[src/rtl/key_cmd_tx_if.sv]
// +----------------------------------------------------------------------+
// | key_cmd_tx_if : controller <-> key/command transmitter signal bundle |
// | Rev 1.0                                                              |
// +----------------------------------------------------------------------+
`default_nettype none

interface key_cmd_tx_if;
  logic Start;
  logic ModeIn;
  logic Abort;
  logic PeerBusy;
  logic InputKey;
  logic ValidCmd;
  logic TxBusy;
  logic Done;
  logic Error;

  modport master (
    output Start, ModeIn, Abort, PeerBusy,
    input  InputKey, ValidCmd, TxBusy, Done, Error
  );

  modport slave (
    input  Start, ModeIn, Abort, PeerBusy,
    output InputKey, ValidCmd, TxBusy, Done, Error
  );
endinterface

`default_nettype wire

[src/rtl/key_cmd_tx.sv]
// +----------------------------------------------------------------------+
// | key_cmd_tx : bit-serial key sender followed by a held mode bit       |
// | Rev 1.0                                                              |
// +----------------------------------------------------------------------+
`default_nettype none

module key_cmd_tx #(
  parameter int               KEY_LEN     = 4,
  parameter logic [KEY_LEN-1:0] KEY_PATTERN = 4'b1010,
  parameter int               GAP_CYCLES  = 2,
  parameter int               HOLD_CYCLES = 2,
  parameter int               TIMEOUT     = 64
) (
  input wire          Clk,
  input wire          Reset,
  key_cmd_tx_if.slave bus
);

  localparam int c_BW = (KEY_LEN > 1) ? $clog2(KEY_LEN) : 1;
  localparam int c_GW = $clog2(GAP_CYCLES) + 1;
  localparam int c_HW = $clog2(HOLD_CYCLES) + 1;
  localparam int c_TW = $clog2(TIMEOUT) + 1;

  localparam logic [c_BW-1:0] c_LAST_IDX = c_BW'(KEY_LEN - 1);
  localparam logic [c_GW-1:0] c_GAP_LAST = c_GW'((GAP_CYCLES > 0) ? GAP_CYCLES - 1 : 0);
  localparam logic [c_HW-1:0] c_HOLD     = c_HW'(HOLD_CYCLES);
  localparam logic [c_TW-1:0] c_TO       = c_TW'(TIMEOUT);

  typedef enum logic [2:0] {
    S_IDLE      = 3'd0,
    S_KEY_BIT   = 3'd1,
    S_GAP       = 3'd2,
    S_MODE_HOLD = 3'd3,
    S_DONE      = 3'd4,
    S_ERR       = 3'd5
  } state_t;

  state_t          r_state, w_state_nxt;
  logic            r_mode, w_mode_nxt;
  logic [c_BW-1:0] r_bit_idx, w_bit_nxt;
  logic [c_GW-1:0] r_gap_cnt, w_gap_nxt;
  logic [c_HW-1:0] r_hold_cnt, w_hold_nxt, w_hold_inc;
  logic [c_TW-1:0] r_to_cnt, w_to_nxt, w_to_inc;

  always_ff @(posedge Clk or posedge Reset) begin
    if (Reset) begin
      r_state    <= S_IDLE;
      r_mode     <= 1'b0;
      r_bit_idx  <= '0;
      r_gap_cnt  <= '0;
      r_hold_cnt <= '0;
      r_to_cnt   <= '0;
    end else begin
      r_state    <= w_state_nxt;
      r_mode     <= w_mode_nxt;
      r_bit_idx  <= w_bit_nxt;
      r_gap_cnt  <= w_gap_nxt;
      r_hold_cnt <= w_hold_nxt;
      r_to_cnt   <= w_to_nxt;
    end
  end

  // bit_idx steps down on the way into the next KEY_BIT, so during GAP it
  // still addresses the bit just sent and InputKey holds it.
  always_comb begin
    w_state_nxt = r_state;
    w_mode_nxt  = r_mode;
    w_bit_nxt   = r_bit_idx;
    w_gap_nxt   = '0;
    w_hold_nxt  = '0;
    w_to_nxt    = '0;
    w_hold_inc  = bus.PeerBusy ? '0 : r_hold_cnt + 1'b1;
    w_to_inc    = r_to_cnt + 1'b1;
    case (r_state)
      S_IDLE: begin
        if (bus.Start && !bus.Abort) begin
          w_mode_nxt  = bus.ModeIn;
          w_bit_nxt   = c_LAST_IDX;
          w_state_nxt = S_KEY_BIT;
        end
      end
      S_KEY_BIT: begin
        if (bus.Abort) begin
          w_state_nxt = S_IDLE;
        end else if (r_bit_idx == '0) begin
          w_state_nxt = S_MODE_HOLD;
        end else if (GAP_CYCLES == 0) begin
          w_bit_nxt = r_bit_idx - 1'b1;
        end else begin
          w_state_nxt = S_GAP;
        end
      end
      S_GAP: begin
        if (bus.Abort) begin
          w_state_nxt = S_IDLE;
        end else if (r_gap_cnt == c_GAP_LAST) begin
          w_bit_nxt   = r_bit_idx - 1'b1;
          w_state_nxt = S_KEY_BIT;
        end else begin
          w_gap_nxt = r_gap_cnt + 1'b1;
        end
      end
      S_MODE_HOLD: begin
        if (bus.Abort) begin
          w_state_nxt = S_IDLE;
        end else begin
          w_hold_nxt = w_hold_inc;
          w_to_nxt   = w_to_inc;
          if (w_hold_inc == c_HOLD) begin
            w_state_nxt = S_DONE;
          end else if (w_to_inc == c_TO) begin
            w_state_nxt = S_ERR;
          end
        end
      end
      S_DONE:  w_state_nxt = S_IDLE;
      S_ERR:   w_state_nxt = S_IDLE;
      default: w_state_nxt = S_IDLE;
    endcase
  end

  always_comb begin
    bus.ValidCmd = 1'b0;
    bus.InputKey = 1'b0;
    bus.Done     = 1'b0;
    bus.Error    = 1'b0;
    case (r_state)
      S_KEY_BIT: begin
        bus.ValidCmd = 1'b1;
        bus.InputKey = KEY_PATTERN[r_bit_idx];
      end
      S_GAP:       bus.InputKey = KEY_PATTERN[r_bit_idx];
      S_MODE_HOLD: bus.InputKey = r_mode;
      S_DONE: begin
        bus.Done     = 1'b1;
        bus.InputKey = r_mode;
      end
      S_ERR:   bus.Error = 1'b1;
      default: ;
    endcase
  end

  assign bus.TxBusy = (r_state != S_IDLE);

endmodule

`default_nettype wire
[src/flat_wrapper.sv]
// flat-port wrapper written by rule: the top's interface ports become plain ports
module key_cmd_tx_flat 
#(
  parameter int               KEY_LEN     = 4,
  parameter logic [KEY_LEN-1:0] KEY_PATTERN = 4'b1010,
  parameter int               GAP_CYCLES  = 2,
  parameter int               HOLD_CYCLES = 2,
  parameter int               TIMEOUT     = 64
)
  (Clk, Reset, bus_Start, bus_ModeIn, bus_Abort, bus_PeerBusy, bus_InputKey, bus_ValidCmd, bus_TxBusy, bus_Done, bus_Error);
  key_cmd_tx_if bus_i ();
  input wire Clk;
  input wire Reset;
  input wire logic [$bits(bus_i.Start)-1:0] bus_Start;
  input wire logic [$bits(bus_i.ModeIn)-1:0] bus_ModeIn;
  input wire logic [$bits(bus_i.Abort)-1:0] bus_Abort;
  input wire logic [$bits(bus_i.PeerBusy)-1:0] bus_PeerBusy;
  output wire logic [$bits(bus_i.InputKey)-1:0] bus_InputKey;
  output wire logic [$bits(bus_i.ValidCmd)-1:0] bus_ValidCmd;
  output wire logic [$bits(bus_i.TxBusy)-1:0] bus_TxBusy;
  output wire logic [$bits(bus_i.Done)-1:0] bus_Done;
  output wire logic [$bits(bus_i.Error)-1:0] bus_Error;
  assign bus_i.Start = bus_Start;
  assign bus_i.ModeIn = bus_ModeIn;
  assign bus_i.Abort = bus_Abort;
  assign bus_i.PeerBusy = bus_PeerBusy;
  assign bus_InputKey = bus_i.InputKey;
  assign bus_ValidCmd = bus_i.ValidCmd;
  assign bus_TxBusy = bus_i.TxBusy;
  assign bus_Done = bus_i.Done;
  assign bus_Error = bus_i.Error;
  key_cmd_tx #(.KEY_LEN(KEY_LEN), .KEY_PATTERN(KEY_PATTERN), .GAP_CYCLES(GAP_CYCLES), .HOLD_CYCLES(HOLD_CYCLES), .TIMEOUT(TIMEOUT)) u_core (.Clk(Clk), .Reset(Reset), .bus(bus_i));
endmodule
[config.mk]
export PLATFORM = sky130hd
export DESIGN_NAME = key_cmd_tx_flat
export DESIGN_NICKNAME = d
export VERILOG_FILES = /design/src/rtl/key_cmd_tx_if.sv /design/src/rtl/key_cmd_tx.sv /design/src/flat_wrapper.sv
export SDC_FILE = /design/constraint.sdc
export NUM_CORES = 1
export LEC_CHECK = 0
export CAP_MARGIN = 5
export CORE_MARGIN = 5
export CORE_UTILIZATION = 54
export CTS_BUF_LIST = sky130_fd_sc_hd__clkbuf_16
export CTS_CLUSTER_DIAMETER = 40
export DETAILED_ROUTE_END_ITERATION = 12
export PLACE_DENSITY_LB_ADDON = 0.25
export SLEW_MARGIN = 15
export SYNTH_ARGS = -nofsm -noshare
export SYNTH_HDL_FRONTEND = slang
export SYNTH_SLANG_ARGS = --single-unit
[constraint.sdc]
create_clock -name Clk -period 2.25 [get_ports Clk]
set_clock_uncertainty 0.1 [all_clocks]
set_input_delay 0.3375 -clock Clk [delete_from_list [all_inputs] [get_ports Clk]]
set_output_delay 0.3375 -clock Clk [all_outputs]
set_load 0.05 [all_outputs]
Yosys cells after proc, flatten, opt, wreduce, memory -nomap -nowiden
Index checks and enable logic that the tools add are counted.
{ "totals": {"register_bits": 17, "input_bits": 6, "output_inout_bits": 5, "elab_cells": 62} }
{ "op_classes": {"n_addsub": 4, "magnitude_cmp": 1, "n_eq_ne": 13, "muxes": 27, "reduce_logical": 11} }
{ "op_table": {"columns": ["op", "n"], "rows": [
  ["3-bit 2-to-1 mux", 7],
  ["2-bit 2-to-1 mux", 9],
  ["7-bit 2-to-1 mux", 2],
  ["3-bit case mux with 4 select lines", 1],
  ["7-bit by 1-bit adder with 7-bit output, second input constant", 1],
  ["7-bit == test, second input constant", 1],
  ["3-bit by 2-bit == test with 1-bit output, second input constant", 2],
  ["3-bit == test, second input constant", 2],
  ["1-bit 2-to-1 mux", 5],
  ["2-bit by 1-bit adder with 2-bit output, second input constant", 2],
  ["2-bit by 1-bit inequality test with 1-bit output, second input constant", 2],
  ["4-bit by 2-bit inequality test with 1-bit output, second input constant", 1],
  ["2-bit case mux with 2 select lines", 1],
  ["4-bit AND reduction", 1],
  ["2-bit OR reduction", 2],
  ["3-bit by 1-bit == test with 1-bit output, second input constant", 1],
  ["3-bit zero test", 1],
  ["2-bit by 3-bit < comparator with 1-bit output, second input constant", 1],
  ["3-bit by 2-bit inequality test with 1-bit output, second input constant", 1],
  ["3-bit AND reduction", 1],
  ["3-bit nonzero test", 1],
  ["1-bit binary-select mux with 2-bit select", 1],
  ["2-bit by 1-bit == test with 1-bit output, second input constant", 1],
  ["2-bit == test, second input constant", 1],
  ["other kinds (8)", 8]
]} }

Depth between registers and ports, before layout
{ "logic_depth": {"word_depth": 6, "ltp_mapped": 6, "depth_no_buf": 5} }

Worst setup path after synthesis
OpenSTA, ideal clock, no wires.
{ "synth_timing": {"path_type": "register to output", "startpoint": "register u_core.r_state[1]", "endpoint": "output port bus_InputKey", "arrival_ns": 2.420, "t_required_ns": 1.812, "slack_ns": -0.607, "stages_incl_launch_ff": 5, "path_buffers": 1, "path_cell_list": "dfrtp_1 > buf_2 > nor3b_1 > o21ai_0 > o31ai_1"} }
{ "synth_between": {"elab_chain_cells": 3, "word_cells_on_any_way": 7, "cone_classes": "eq/ne (4); mux (1); reduce/logical (2)"} }
{ "synth_lines": {"columns": ["item", "line_no", "text"], "rows": [
  ["start, declared", "key_cmd_tx.sv:38", "state_t r_state, w_state_nxt;"],
  ["start signal, assigned", "key_cmd_tx.sv:54", "r_state <= w_state_nxt;"],
  ["3-bit == test (tied with other cells)", "key_cmd_tx.sv:127", "case (r_state)"],
  ["2-bit OR reduction (no line)", null, null],
  ["1-bit case mux with 2 select lines (*)", "key_cmd_tx.sv:127", null],
  ["end, declared", "flat_wrapper.sv:18", "output wire logic [$bits(bus_i.InputKey)-1:0] bus_InputKey;"]
]} }
Mark *: on every way between the ends. The rest lies on a longest branch, timed or not.

Worst setup path in the final report
Ends and elaborated chain as after synthesis.

==> results.py <==
metrics = {
    "hold_path": {
        "hp-start": "u_core.r_gap_cnt[0]$_DFF_PP0_",
        "hold_path.class": "reg2reg",
    },
    "route": {
        "drc": 0,
        "wl_per_cell_um": 13.5,
        "first_pass_iters": 4,
        "routed_wl_mm": 1.68,
        "num_vias": 704,
        "drt_iter0_drc": 9,
        "antenna_left": 0,
        "via_per_inst": 5.68,
    },
    "global_routing": {
        "grt_use_met1_pct": 18.3,
        "grt_usage_pct": 14.8,
        "met2_usage_pct": 24.0,
        "grt_max_degree": 18,
        "grt_pass1_vias": 687,
        "busiest_layer": "met2",
        "gr-total-overflow": 0,
        "antenna_found_initial": 0,
        "grt_pass1_wl_mm": 2.93,
        "met3_usage_pct": 4.14,
    },
    "clock_network": {
        "worstSkewPairLatency_ns": 0.25,
        "h-tree-depth": 1,
        "cts-buffers-inserted": 3,
        "post_cts_buffers": 0,
        "cts_root_buffer": "clkbuf_16",
        "cts.sinks": 17,
        "cts_buffer_depth": 2,
        "path_clk_slew_ns": 0.05,
        "cts_tree": "done",
    },
    "synth": {
        "ys_warn_count": 0,
        "synth-edff-count": 0,
        "synthTopCellsByArea": "dfrtp_1 (48%), nor2_1 (6.7%), nand3_1 (3.9%)",
        "synth.distinct_cells": 28,
        "syn_area_um2": 891,
        "synth_area_leader_cell": "dfrtp_1",
        "async_reset_ff_share_pct": 100,
        "synth_nets": 103,
        "synth_area_per_cell_um2": 9.38,
        "synth_seq_cells": 17,
        "syn_inst": 95,
        "synth_top_area_share_pct": 47.8,
        "synthFlopType": "dfrtp_1",
        "ys_seq_area_share_pct": 47.8,
    },
    "placed_design": {
        "gp_congestion": 0.728,
        "dpl.hpwl_mm": 1.19,
        "dp_slack_ns": 0.313,
        "port_buffers": 10,
    },
    "setup_path": {
        "r2r_start": "u_core.r_to_cnt[3]$_DFF_PP0_",
        "path_class": "reg2out",
        "crit_path_start": "u_core.r_state[1]$_DFFE_PP0P_",
        "worst_path_largest_cell_delay_ns": 0.37,
        "arrival_ns": 1.44,
        "required_ns": 1.81,
        "cp_max_fo": 11,
        "cp-end-kind": "output pin",
        "setup.worst_path.start_class": "flip-flop",
        "crit_path_cell_trace": "buf_4 > nor3b_2 > o21ai_0 > o31ai_2 > buf_12",
        "crit_slowest_cell": "dfrtp_1",
    },
    "floorplanning": {
        "fp.dieH_um": 50.6,
        "fp.dieArea_mm2": 0.00256,
        "initial_core_util_pct": 57.8,
        "core-area_mm2": 0.00154,
        "io_pins": 11,
        "die_x_um": 50.6,
        "rows": 14,
    },
    "timing": {
        "drv_slew": 0,
        "fin_tns_setup_ns": 0,
        "hold_viol": 0,
        "post-route-min-period_ns": 1.88,
        "setup_ws_ns": 0.372,
        "setup_viol": 0,
        "fmax_ghz": 0.532,
        "holdWs_ns": 0.349,
        "max_slew_margin_pct": 58.3,
        "fin_crit_sh_pct": 83.5,
        "rsz0062_at_grt": "false",
        "worst_pin_slew_ns": 0.625,
    },
    "run_status": {
        "status": "completed",
    },
    "final_layout": {
        "area_delta_synth_final_pct": 22.6,
        "layout.nets": 117,
        "drive_above_1_share_pct": 13.9,
        "layout_common_cells": "dfrtp_1 (17), nor2_1 (16), nand3_1 (7)",
        "regArea_um2": 425,
        "n_fill_cell": 126,
        "layout_commonest_cell": "dfrtp_1",
        "antenna_cells": 0,
        "multiInputGateArea_um2": 429,
    },
    "power": {
        "power.leakage_nw": 0.501,
        "peakVddDrop_mv": 0.629,
        "power_density_mw_per_mm2": 1070,
    },
    "flow_run": {
        "drv_cap": 0,
    },
}
-- worst paths after layout --
check	slack, ns	cells after the start	end
max in group asynchronous	1.28	2	u_core.r_to_cnt[6]$_DFF_PP0_
min in group asynchronous	0.37	2	u_core.r_hold_cnt[0]$_DFF_PP0_
min reg2reg	0.35	1	u_core.r_gap_cnt[0]$_DFF_PP0_
min	0.35	1	u_core.r_gap_cnt[0]$_DFF_PP0_
max reg2reg	0.75	5	u_core.r_state[1]$_DFFE_PP0P_
max	0.37	5	bus_InputKey
-- flip-flops by register name, indices dropped and copies added, names as in the netlist --
register and cells:
u_core.r_to_cnt 7, u_core.r_bit_idx 2, u_core.r_gap_cnt 2, u_core.r_mode 1, u_core.r_hold_cnt 2, u_core.r_state 3
-- worst max-delay path: cells and delay by family (launching register included) --
kind | cells | cell delay [ns]
flops | 1 | 0.37
buf+inv | 2 | 0.36
compound gates | 2 | 0.25
simple gates | 1 | 0.22
-- layer usage --
| layer | vias up | wire length, µm |
|---|---|---|
| met5 | - | 0 |
| met4 | 0 | 8 |
| met3 | 2 | 81 |
| met2 | 14 | 800 |
| met1 | 338 | 789 |
| li1 | 350 | - |
-- cells by family (layout without fill, tap and decap cells) --
family / Yosys count / in the layout / synth area share (%)
compound gates: 15 / 15 / 10.4
flops: 17 / 17 / 47.8
xor+xnor: 6 / 6 / 5.90
fa+ha+maj: 2 / 2 / 2.81
mux: 2 / 2 / 2.53
buf+inv: 8 / 21 / 5.20
simple gates: 45 / 45 / 25.4
-- report_power, final --
group / switching, W / internal (W)
Sequential: 0.0000252 / 0.000348
Combinational: 0.000263 / 0.000186
Clock: 0.000112 / 0.000236
Total: 0.000400 / 0.000770
-- layout make-up --
class	count	area share (%)
Multi-Input combinational cell	70	39.3
Sequential cell	17	38.9
Clock buffer	3	6.87
Inverter	5	1.72
Tap cell	16	1.83
Clock inverter	1	0.344
Timing Repair Buffer	12	11.0
-- through the flow --
stage	area, µm²	util (%)	instances	power [W]
final	1090	70.9	124	0.00117
after global routing	1090	70.9	124	0.00123
after CTS	1090	70.7	124	0.00118
after detailed placement	1010	65.6	120	0.000832
after global placement	1010	65.6	120	0.000820
after floorplan	901	-	95	0.000684
-- timing repair --
item	CTS	global route
resized for setup	0	1
endpoints found under the setup margin	0	1
hold buffers	0	0
-- cells in the mapped netlist, types with 2 or more instances --
| cell | instances |
|---|---|
| a21oi_1 | 5 |
| and2_1 | 2 |
| buf_6 | 2 |
| dfrtp_1 | 17 |
| ha_1 | 2 |
| inv_1 | 5 |
| mux2_1 | 2 |
| nand2_1 | 6 |
| nand3_1 | 7 |
| nor2_1 | 16 |
| nor3_1 | 3 |
| nor3_2 | 2 |
| nor3b_1 | 2 |
| o21ai_0 | 4 |
| o31ai_1 | 2 |
| or3_1 | 2 |
| xnor2_1 | 4 |
| xor2_1 | 2 |
(Power assumes the default switching activity.)
